## src/rtl/ssd_pkg.sv

```systemverilog
// Shared glyph constants (active-low, bit order a..g) and frame FSM states
// for the seven-segment frame reader.
package ssd_pkg;

    typedef logic [0:6] seg_t;

    localparam seg_t SEG_0     = 7'b0000001;
    localparam seg_t SEG_1     = 7'b1001111;
    localparam seg_t SEG_2     = 7'b0010010;
    localparam seg_t SEG_3     = 7'b0000110;
    localparam seg_t SEG_4     = 7'b1001100;
    localparam seg_t SEG_5     = 7'b0100100;
    localparam seg_t SEG_6     = 7'b0100000;
    localparam seg_t SEG_7     = 7'b0001111;
    localparam seg_t SEG_8     = 7'b0000000;
    localparam seg_t SEG_9     = 7'b0000100;
    localparam seg_t SEG_A     = 7'b0001000;
    localparam seg_t SEG_B     = 7'b1100000;
    localparam seg_t SEG_C     = 7'b0110001;
    localparam seg_t SEG_D     = 7'b1000010;
    localparam seg_t SEG_E     = 7'b0110000;
    localparam seg_t SEG_F     = 7'b0111000;
    localparam seg_t SEG_BLANK = 7'b1111111;

    localparam int NUM_DIGITS = 4;

    typedef enum logic {
        ST_EMPTY = 1'b0,
        ST_HOLD  = 1'b1
    } frame_state_e;

endpackage

```

## src/rtl/seg7_to_hex.sv

```systemverilog
// Combinational glyph decoder: active-low a..g pattern to hex code,
// flagging the all-off pattern as blank and anything unknown as error.
module seg7_to_hex
    import ssd_pkg::*;
(
    input  seg_t       seg,
    output logic [3:0] code,
    output logic       blank,
    output logic       err
);

    always_comb begin
        code  = 4'h0;
        blank = 1'b0;
        err   = 1'b0;
        case (seg)
            SEG_0:     code = 4'h0;
            SEG_1:     code = 4'h1;
            SEG_2:     code = 4'h2;
            SEG_3:     code = 4'h3;
            SEG_4:     code = 4'h4;
            SEG_5:     code = 4'h5;
            SEG_6:     code = 4'h6;
            SEG_7:     code = 4'h7;
            SEG_8:     code = 4'h8;
            SEG_9:     code = 4'h9;
            SEG_A:     code = 4'hA;
            SEG_B:     code = 4'hB;
            SEG_C:     code = 4'hC;
            SEG_D:     code = 4'hD;
            SEG_E:     code = 4'hE;
            SEG_F:     code = 4'hF;
            SEG_BLANK: blank = 1'b1;
            default:   err = 1'b1;
        endcase
    end

endmodule

```

## src/rtl/ssd_frame_reader.sv

```systemverilog
// Samples a multiplexed 4-digit seven-segment display, debounces each digit,
// and presents complete frames with a VALID/ACK hold and sticky overrun flag.
module ssd_frame_reader
    import ssd_pkg::*;
#(
    parameter int STABLE_CYC = 4
) (
    input  logic        Clock,
    input  logic        Reset,
    input  seg_t        SEG,
    input  logic [3:0]  DIG,
    output logic [15:0] CODE,
    output logic [3:0]  BLANK,
    output logic [3:0]  ERR,
    output logic        VALID,
    input  logic        ACK,
    output logic        OVR
);

    // Capture fires on the cycle whose dwell count advances to STABLE_CYC-1.
    localparam logic [3:0] CAP_AT  = 4'(STABLE_CYC - 2);
    localparam logic [3:0] CNT_MAX = 4'(STABLE_CYC - 1);

    seg_t       prev_seg;
    logic [3:0] prev_dig;
    logic [3:0] cnt;
    logic [3:0] mask, mask_n;
    logic [NUM_DIGITS-1:0][3:0] slot_code;
    logic [NUM_DIGITS-1:0]      slot_blank;
    logic [NUM_DIGITS-1:0]      slot_err;

    logic [3:0] dec_code;
    logic       dec_blank, dec_err;
    logic       qualified, dwell, cap, frame_done;
    logic [1:0] idx;

    frame_state_e state, state_n;
    logic         load, set_ovr;

    seg7_to_hex u_dec (
        .seg   (SEG),
        .code  (dec_code),
        .blank (dec_blank),
        .err   (dec_err)
    );

    assign qualified  = $onehot(~DIG);
    assign dwell      = qualified && (SEG == prev_seg) && (DIG == prev_dig);
    assign cap        = dwell && (cnt == CAP_AT);
    assign frame_done = (mask == 4'b1111);

    always_comb begin
        idx = 2'd0;
        for (int i = 0; i < NUM_DIGITS; i++)
            if (!DIG[i]) idx = 2'(i);
    end

    // A capture in the same cycle the frame is taken starts the next mask.
    always_comb begin
        mask_n = frame_done ? 4'b0000 : mask;
        if (cap) mask_n[idx] = 1'b1;
    end

    always_ff @(posedge Clock) begin
        if (Reset) begin
            prev_seg   <= SEG_BLANK;
            prev_dig   <= 4'b1111;
            cnt        <= 4'd0;
            mask       <= 4'b0000;
            slot_code  <= '0;
            slot_blank <= '0;
            slot_err   <= '0;
        end else begin
            prev_seg <= SEG;
            prev_dig <= DIG;
            // Saturating at CNT_MAX keeps a long dwell from capturing twice.
            if (!dwell)              cnt <= 4'd0;
            else if (cnt != CNT_MAX) cnt <= cnt + 4'd1;
            mask <= mask_n;
            if (cap) begin
                slot_code[idx]  <= dec_code;
                slot_blank[idx] <= dec_blank;
                slot_err[idx]   <= dec_err;
            end
        end
    end

    always_comb begin
        state_n = state;
        load    = 1'b0;
        set_ovr = 1'b0;
        case (state)
            ST_EMPTY: begin
                if (frame_done) begin
                    load    = 1'b1;
                    state_n = ST_HOLD;
                end
            end
            ST_HOLD: begin
                if (frame_done) begin
                    if (ACK) load    = 1'b1;
                    else     set_ovr = 1'b1;
                end else if (ACK) begin
                    state_n = ST_EMPTY;
                end
            end
            default: state_n = ST_EMPTY;
        endcase
    end

    always_ff @(posedge Clock) begin
        if (Reset) begin
            state <= ST_EMPTY;
            CODE  <= 16'h0000;
            BLANK <= 4'b0000;
            ERR   <= 4'b0000;
            OVR   <= 1'b0;
        end else begin
            state <= state_n;
            if (load) begin
                CODE  <= slot_code;
                BLANK <= slot_blank;
                ERR   <= slot_err;
            end
            if (set_ovr) OVR <= 1'b1;
        end
    end

    assign VALID = (state == ST_HOLD);

endmodule
```

## config.mk

```make
export PLATFORM = sky130hd
export DESIGN_NAME = ssd_frame_reader
export DESIGN_NICKNAME = d
export VERILOG_FILES = /design/src/rtl/ssd_pkg.sv /design/src/rtl/seg7_to_hex.sv /design/src/rtl/ssd_frame_reader.sv
export SDC_FILE = /design/constraint.sdc
export NUM_CORES = 1
export LEC_CHECK = 0
export BUFFER_PORTS_ARGS = -buffer_cell sky130_fd_sc_hd__buf_2
export CORE_MARGIN = 2
export CORE_UTILIZATION = 54
export CTS_BUF_LIST = sky130_fd_sc_hd__clkbuf_4 sky130_fd_sc_hd__clkbuf_8
export DETAILED_ROUTE_END_ITERATION = 12
export GPL_TIMING_DRIVEN = 0
export PLACE_DENSITY = 0.8
export SLEW_MARGIN = 0
export SYNTH_ARGS = -nofsm -noshare
export SYNTH_HDL_FRONTEND = slang
export SYNTH_SLANG_ARGS = --single-unit
```

## constraint.sdc

```tcl
create_clock -name Clock -period 3.2 [get_ports Clock]
set_input_delay 0.96 -clock Clock [delete_from_list [all_inputs] [get_ports Clock]]
set_output_delay 0.96 -clock Clock [all_outputs]
set_load 0.005 [all_outputs]
```

==> impl_metrics.py, run 1 <==
metrics = {
    "clock_tree": {
        "path_clk_slew_ns": 0.07,
        "cts.sinks": 69,
        "cts_tree": "yes",
        "ctsLongestPathBuffers": 2,
        "cts_buffers": 9,
        "cts-root-buf": "clkbuf_8",
        "htree_num_levels": 3,
        "clk_latency_ns": 0.34,
    },
    "floorplanning": {
        "die_area_um2": 6440,
        "initial_core_util_pct": 56.3,
        "core_area_um2": 5570,
        "die_x_um": 80.2,
        "num_io_pins": 40,
        "rows": 27,
        "die_h_um": 80.2,
    },
    "synthesis": {
        "synth_edf_count": 0,
        "synthCells": 345,
        "yosysWarnings": 0,
        "ys.flop_type": "dfxtp_1",
        "yosysSeqAreaShare_pct": 44.0,
        "ys_ff_latch": 69,
        "netlist_area_um2": 3140,
        "synth_nets": 364,
        "async_reset_ff_share_pct": 0,
        "ys_types": 46,
        "synth_area_per_cell_um2": 9.10,
    },
    "placed_design": {
        "gp_congestion": 0.892,
        "place_inst": 455,
        "port_buffers": 38,
        "post-place-ws_ns": -0.428,
        "dp_hpwl_mm": 4.81,
    },
    "sta": {
        "slew_headroom_pct": 62.7,
        "grt_setup_unrepaired": "false",
        "finalSetupViolCount": 0,
        "period_needed_ns": 3.06,
        "finClkSkew_ns": 0.00789,
        "fin_hold_ws_ns": 0.451,
        "finalHoldViolations": 0,
        "fmax_ghz": 0.327,
        "period_share_pct": 95.7,
        "worstMarginPinSlew_ns": 0.551,
        "setup_ws_ns": 0.138,
        "slew_viol_final": 0,
    },
    "final_layout": {
        "drive_above_1_share_pct": 25.7,
        "postLayoutCoreUtil_pct": 66.4,
        "regArea_um2": 1380,
        "diodes": 0,
        "final_cells": 477,
        "fillers": 487,
        "multi_input_area_um2": 1680,
        "num-nets-final": 420,
        "syn2layout_area_growth_pct": 17.9,
    },
    "detailed_routing": {
        "drt_wl_total_mm": 6.63,
        "antenna_left": 0,
        "wl_per_cell_um": 13.9,
        "drtIter0Drc": 153,
        "vias": 2599,
        "drc_errors": 0,
        "via_per_inst": 5.45,
        "firstDrtPassIters": 5,
    },
    "worst_setup_path": {
        "start_kind": "input port",
        "worstPathRequired_ns": 3.41,
        "cp_max_fo": 8,
        "path_class": "in2reg",
        "end_kind": "flip-flop",
        "crit_arrival_ns": 3.27,
    },
    "min_path": {
        "min_path_type": "reg2reg",
    },
    "power_and_ir_drop": {
        "powerDensity_nw_per_um2": 465,
        "p_total_uw": 1720,
        "p_leak_uw": 0.00146,
        "ir_worst_vdd_mv": 0.238,
    },
    "global_routing": {
        "track_usage_pct": 21.7,
        "grt_overflow": 0,
        "grt_pass1_vias": 2404,
        "grt_pass1_wl_mm": 10.9,
        "grt_max_degree": 12,
        "antenna_found_initial": 0,
    },
    "run_status": {
        "status": "finished clean",
    },
    "job": {
        "max_cap_viol_count": 0,
    },
}
[area by class of cell]
type	count	area share [%]
clock buffer	11	3.92
clock inverter	4	1.32
tap	72	2.43
multi-input combinational	252	45.3
sequential	69	37.3
timing repair buffer	45	6.86
buffer	19	2.33
inverter	5	0.507
[cell usage after synthesis (all sizes together) (3+ instances only)]
library cell	number	area, µm²
nor2	37	139
and3b	3	26.3
nor2b	3	18.8
ha	4	50.1
buf	7	41.3
o21ai	13	65.1
nand2b	5	31.3
or2	13	81.3
dfxtp	69	1380
or3b	4	35.0
nor4	6	97.6
xnor2	12	176
a21oi	34	170
clkbuf	12	45.0
mux2i	16	160
nand3	7	35.0
nor3b	4	40.0
nand4	12	120
nand2	58	218
inv	5	18.8
[critical path, stage by stage]
cell and delay, ns:
buf_2 0.15, fa_1 0.51, inv_1 0.04, ha_1 0.20, ha_4 0.23, nor3b_4 0.22
nand4_4 0.20, nor4_4 0.33, buf_6 0.18, mux2i_1 0.18, nor2_1 0.06
[final timing paths]
check / start / endpoint / cells after the start / slack (ns)
worst min-delay path: CODE[10]$_SDFFE_PP0P_ / CODE[10]$_SDFFE_PP0P_ / 2 / 0.45
worst min register to register: CODE[10]$_SDFFE_PP0P_ / CODE[10]$_SDFFE_PP0P_ / 2 / 0.45
worst max register to register: cnt[0]$_SDFFE_PP0P_ / slot_code[12]$_SDFFE_PP0P_ / 8 / 1.19
worst max-delay path: DIG[1] / slot_code[7]$_SDFFE_PP0P_ / 11 / 0.14
[report_power, final]
group	switching (µW)	internal, µW
registers	5.42	866
clock network	320	384
logic	85.5	58.7
[layer usage]
layer | track usage [%] | part of all wire [%] | wire length, µm
met1 | 28.0 | 45 | 2970
met2 | 35.4 | 48 | 3210
met3 | 3.93 | 4.9 | 328
met4 | 9.66 | 1.9 | 125
met5 | 0 | 0 | 0
[cell families (layout without fill, tap and decap cells)]
group                    Yosys count  count (layout)  synth area share, %
flip-flops                        69              69                 44.0
AO/OA/AOI/OAI                     54              54                 9.29
adder cells (fa/ha/maj)            5               5                 2.23
buffers and inverters             24              84                 3.35
AND/OR/NAND/NOR                  162             162                 29.5
XOR/XNOR                          14              14                 6.18
multiplexers                      17              17                 5.46
[sequential cells by signal, summed over array words and instances, names as in the netlist]
register and cells:
prev_seg 7, VALID 1, BLANK 4, cnt 4
mask 4, ERR 4, prev_dig 4, slot_blank 4
slot_err 4, OVR 1, CODE 16, slot_code 16
[repair_timing]
item | CTS | global route
setup endpoints to repair | 23 | 22
setup buffers | 4 | 3
hold buffers | 0 | 0
hold endpoints to repair | 0 | 0
pin swaps | 4 | 4
resized for setup | 2 | 4
gates cloned | 0 | 0
[layout by cell type, fill, tap and decap left out, drive strengths merged, types with 3 or more instances in the layout]
| cell type | Yosys | layout |
|---|---|---|
| dfxtp | 69 | 69 |
| nand2 | 58 | 58 |
| buf | 7 | 52 |
| nor2 | 37 | 37 |
| a21oi | 34 | 34 |
| clkbuf | 12 | 23 |
| mux2i | 16 | 16 |
| or2 | 13 | 13 |
| o21ai | 13 | 13 |
| nand4 | 12 | 12 |
| xnor2 | 12 | 12 |
| nand3 | 7 | 7 |
| nor4 | 6 | 6 |
| inv | 5 | 5 |
| nand2b | 5 | 5 |
| or3b | 4 | 4 |
| ha | 4 | 4 |
| nor3b | 4 | 4 |
| nor2b | 3 | 3 |
| and3b | 3 | 3 |
| clkinv | 0 | 3 |
[stage by stage]
stage               cell area (µm²)  TNS, ns
detailed placement             3420   -10.89
CTS                            3660        0
finish                         3700        0
global placement               3420    -9.78
global route                   3700        0
floorplan                      3140        0
(Power assumes the default switching activity.)
==> run 2, diff against run 1 <==
Settings changed: CORE_UTILIZATION 54 to 52, CTS_BUF_LIST sky130_fd_sc_hd__clkbuf_4 sky130_fd_sc_hd__clkbuf_8 to sky130_fd_sc_hd__clkbuf_8 sky130_fd_sc_hd__clkbuf_16, PLACE_DENSITY 0.8 to 0.78.
==> run 2 against run 1 <==
Net effect:
- die area rose by 3.7%
- global-route usage fell by 0.26 points
- sequential power is essentially flat
- sequential share of layout area is 0.47 points lower
- register-to-register slack better by 0.13 ns
- final cell count increased by 0.42%
- non-clock buffer count down 2
- hold slack gained 0.0026 ns
- combinational power about the same
==> impl_metrics.py, run 2 (same netlist as run 1, synthesis figures left out) <==
metrics = {
    "power_and_ir_drop": {
        "p_sw_uw": 439,
        "power.internal_uw": 1450,
        "powerDensity_nw_per_um2": 503,
        "ir_worst_vdd_mv": 0.278,
        "combPwrFrac_pct": 7.8,
        "seqPwrFrac_pct": 46.2,
        "p_leak_uw": 0.00146,
        "swShare_pct": 23.3,
        "clkPwrFrac_pct": 46.0,
    },
    "sta": {
        "finClkSkew_ns": 0.00818,
        "period_needed_ns": 3.07,
        "slew_headroom_pct": 61.8,
        "finalSetupViolCount": 0,
        "slew_viol_final": 0,
        "grt_setup_unrepaired": "false",
        "finalHoldViolations": 0,
        "period_share_pct": 95.9,
        "fmax_ghz": 0.326,
        "worstMarginPinSlew_ns": 0.566,
    },
    "placed_design": {
        "place_inst": 458,
        "port_buffers": 38,
        "dp_hpwl_mm": 4.76,
        "gp_congestion": 0.794,
    },
    "detailed_routing": {
        "firstDrtPassIters": 4,
        "antenna_left": 0,
        "drt_wl_total_mm": 6.72,
        "vias": 2543,
        "drc_errors": 0,
        "wl_per_cell_um": 14.0,
        "via_per_inst": 5.31,
        "drtIter0Drc": 98,
    },
    "clock_tree": {
        "clk_latency_ns": 0.35,
        "cts.sinks": 69,
        "cts-root-buf": "clkbuf_8",
        "cts_tree": "yes",
        "cts_buffers": 9,
        "htree_num_levels": 3,
        "ctsLongestPathBuffers": 2,
        "path_clk_slew_ns": 0.08,
    },
    "worst_setup_path": {
        "crit_arrival_ns": 3.29,
        "crit_chain": "buf_2 > fa_1 > inv_1 > ha_2 > ha_4 > nor3b_4 > nand4_4 > nor4_4 > buf_6 > mux2i_1 > nor2_1",
        "critPathSlowestCell": "fa_1",
        "end_kind": "flip-flop",
        "cp_max_fo": 9,
        "path_class": "in2reg",
        "critPathBufInv": 3,
        "worstPathRequired_ns": 3.42,
        "slowest_delay_ns": 0.50,
        "start_kind": "input port",
        "cp_top_family": "adder cells",
    },
    "floorplanning": {
        "die_area_um2": 6670,
        "num_io_pins": 40,
        "initial_core_util_pct": 53.3,
        "rows": 28,
        "die_h_um": 81.7,
        "die_x_um": 81.7,
        "core_area_um2": 5890,
    },
    "min_path": {
        "min_path_type": "reg2reg",
    },
    "final_layout": {
        "mostFrequentLayoutCells": "dfxtp_1, nand2_1, buf_2, nor2_1, a21oi_1",
        "drive_above_1_share_pct": 25.7,
        "top_regs": "CODE: 16 flops, slot_code: 16 flops, prev_seg: 7 flops",
        "postLayoutCoreUtil_pct": 63.7,
        "num-nets-final": 418,
        "diodes": 0,
        "final_cells": 479,
        "layout_commonest_cell": "dfxtp_1",
        "syn2layout_area_growth_pct": 19.5,
    },
    "global_routing": {
        "track_usage_pct": 21.4,
        "grt_pass1_vias": 2337,
        "antenna_found_initial": 0,
        "grt_pass1_wl_mm": 10.9,
        "grt_max_degree": 14,
        "grt_overflow": 0,
    },
    "run_status": {
        "status": "finished clean",
    },
    "job": {
        "max_cap_viol_count": 0,
    },
}
[run 2: cell count changes in the layout (fill, tap and decap cells not counted)]
cell and change:
buf_2 -1, buf_4 -2, buf_6 +1, bufinv_16 +2, clkbuf_4 -1, clkbuf_8 -1
clkinv_2 -1, clkinv_4 -1, clkinvlp_4 +1, ha_1 -1, ha_2 +1, inv_6 +2
[run 2: final cells by class]
type / instances / area, µm²
fillers: 511 / 2140
multi-input cells: 252 / 1680
flip-flops and latches: 69 / 1380
repair buffers: 43 / 245
clock buffers: 9 / 124
clock inverters: 7 / 120
well taps: 75 / 93.8
plain buffers: 19 / 86.3
inverters: 5 / 18.8
[run 2: power groups by stage]
| stage | Clock, µW | Combinational (µW) | Sequential, µW |
|---|---|---|---|
| 5_1_grt | 911 | 159 | 871 |
| 3_5_place_dp | 0 | 136 | 891 |
| 6_report | 868 | 147 | 871 |
| 4_1_cts | 876 | 141 | 871 |
| 2_1_floorplan | 0 | 97.8 | 890 |
| 3_3_place_gp | 0 | 131 | 891 |
[run 2: what timing repair did]
item                       in CTS  in global routing
gates resized for setup         3                  7
buffers inserted                4                  1
hold buffers                    0                  0
setup endpoints to repair      24                 24
pin swaps                       6                  1
[run 2: path summary, 6_finish.rpt]
check                           slack (ns)                   from                         to  depth (start not counted)
worst max-delay path                  0.13                 DIG[3]  slot_code[3]$_SDFFE_PP0P_                         11
worst min-delay path                  0.45  CODE[10]$_SDFFE_PP0P_      CODE[10]$_SDFFE_PP0P_                          2
worst max register to register        1.32    cnt[0]$_SDFFE_PP0P_   slot_err[0]$_SDFFE_PP0P_                          9
worst min register to register        0.45  CODE[10]$_SDFFE_PP0P_      CODE[10]$_SDFFE_PP0P_                          2
[run 2: metrics by stage]
step	total power, µW	hold slack, ns	setup slack (ns)	setup TNS, ns	area, µm²
2_1_floorplan	988	0.427	0.0123	0	3140
3_3_place_gp	1020	0.439	-0.379	-9.57	3420
3_5_place_dp	1030	0.444	-0.452	-11.59	3420
4_1_cts	1890	0.455	0.0102	0	3710
5_1_grt	1940	0.473	0.0107	0	3750
6_report	1890	0.453	0.133	0	3750
[run 2: worst register-to-register path, delay by kind of cell, from the launching register on]
family / cells / cell delay, ns
AND/OR/NAND/NOR: 4 / 0.82
flip-flops: 1 / 0.40
buffers and inverters: 3 / 0.34
adder cells (fa/ha/maj): 1 / 0.19
AO/OA/AOI/OAI: 1 / 0.08
[run 2: layer usage]
layer | wire, µm | share of wire (%) | global-route usage, %
met1 | 3030 | 45 | 27.3
met2 | 3300 | 49 | 36.1
met3 | 271 | 4.0 | 3.41
met4 | 117 | 1.7 | 9.00
met5 | 0 | 0 | 0
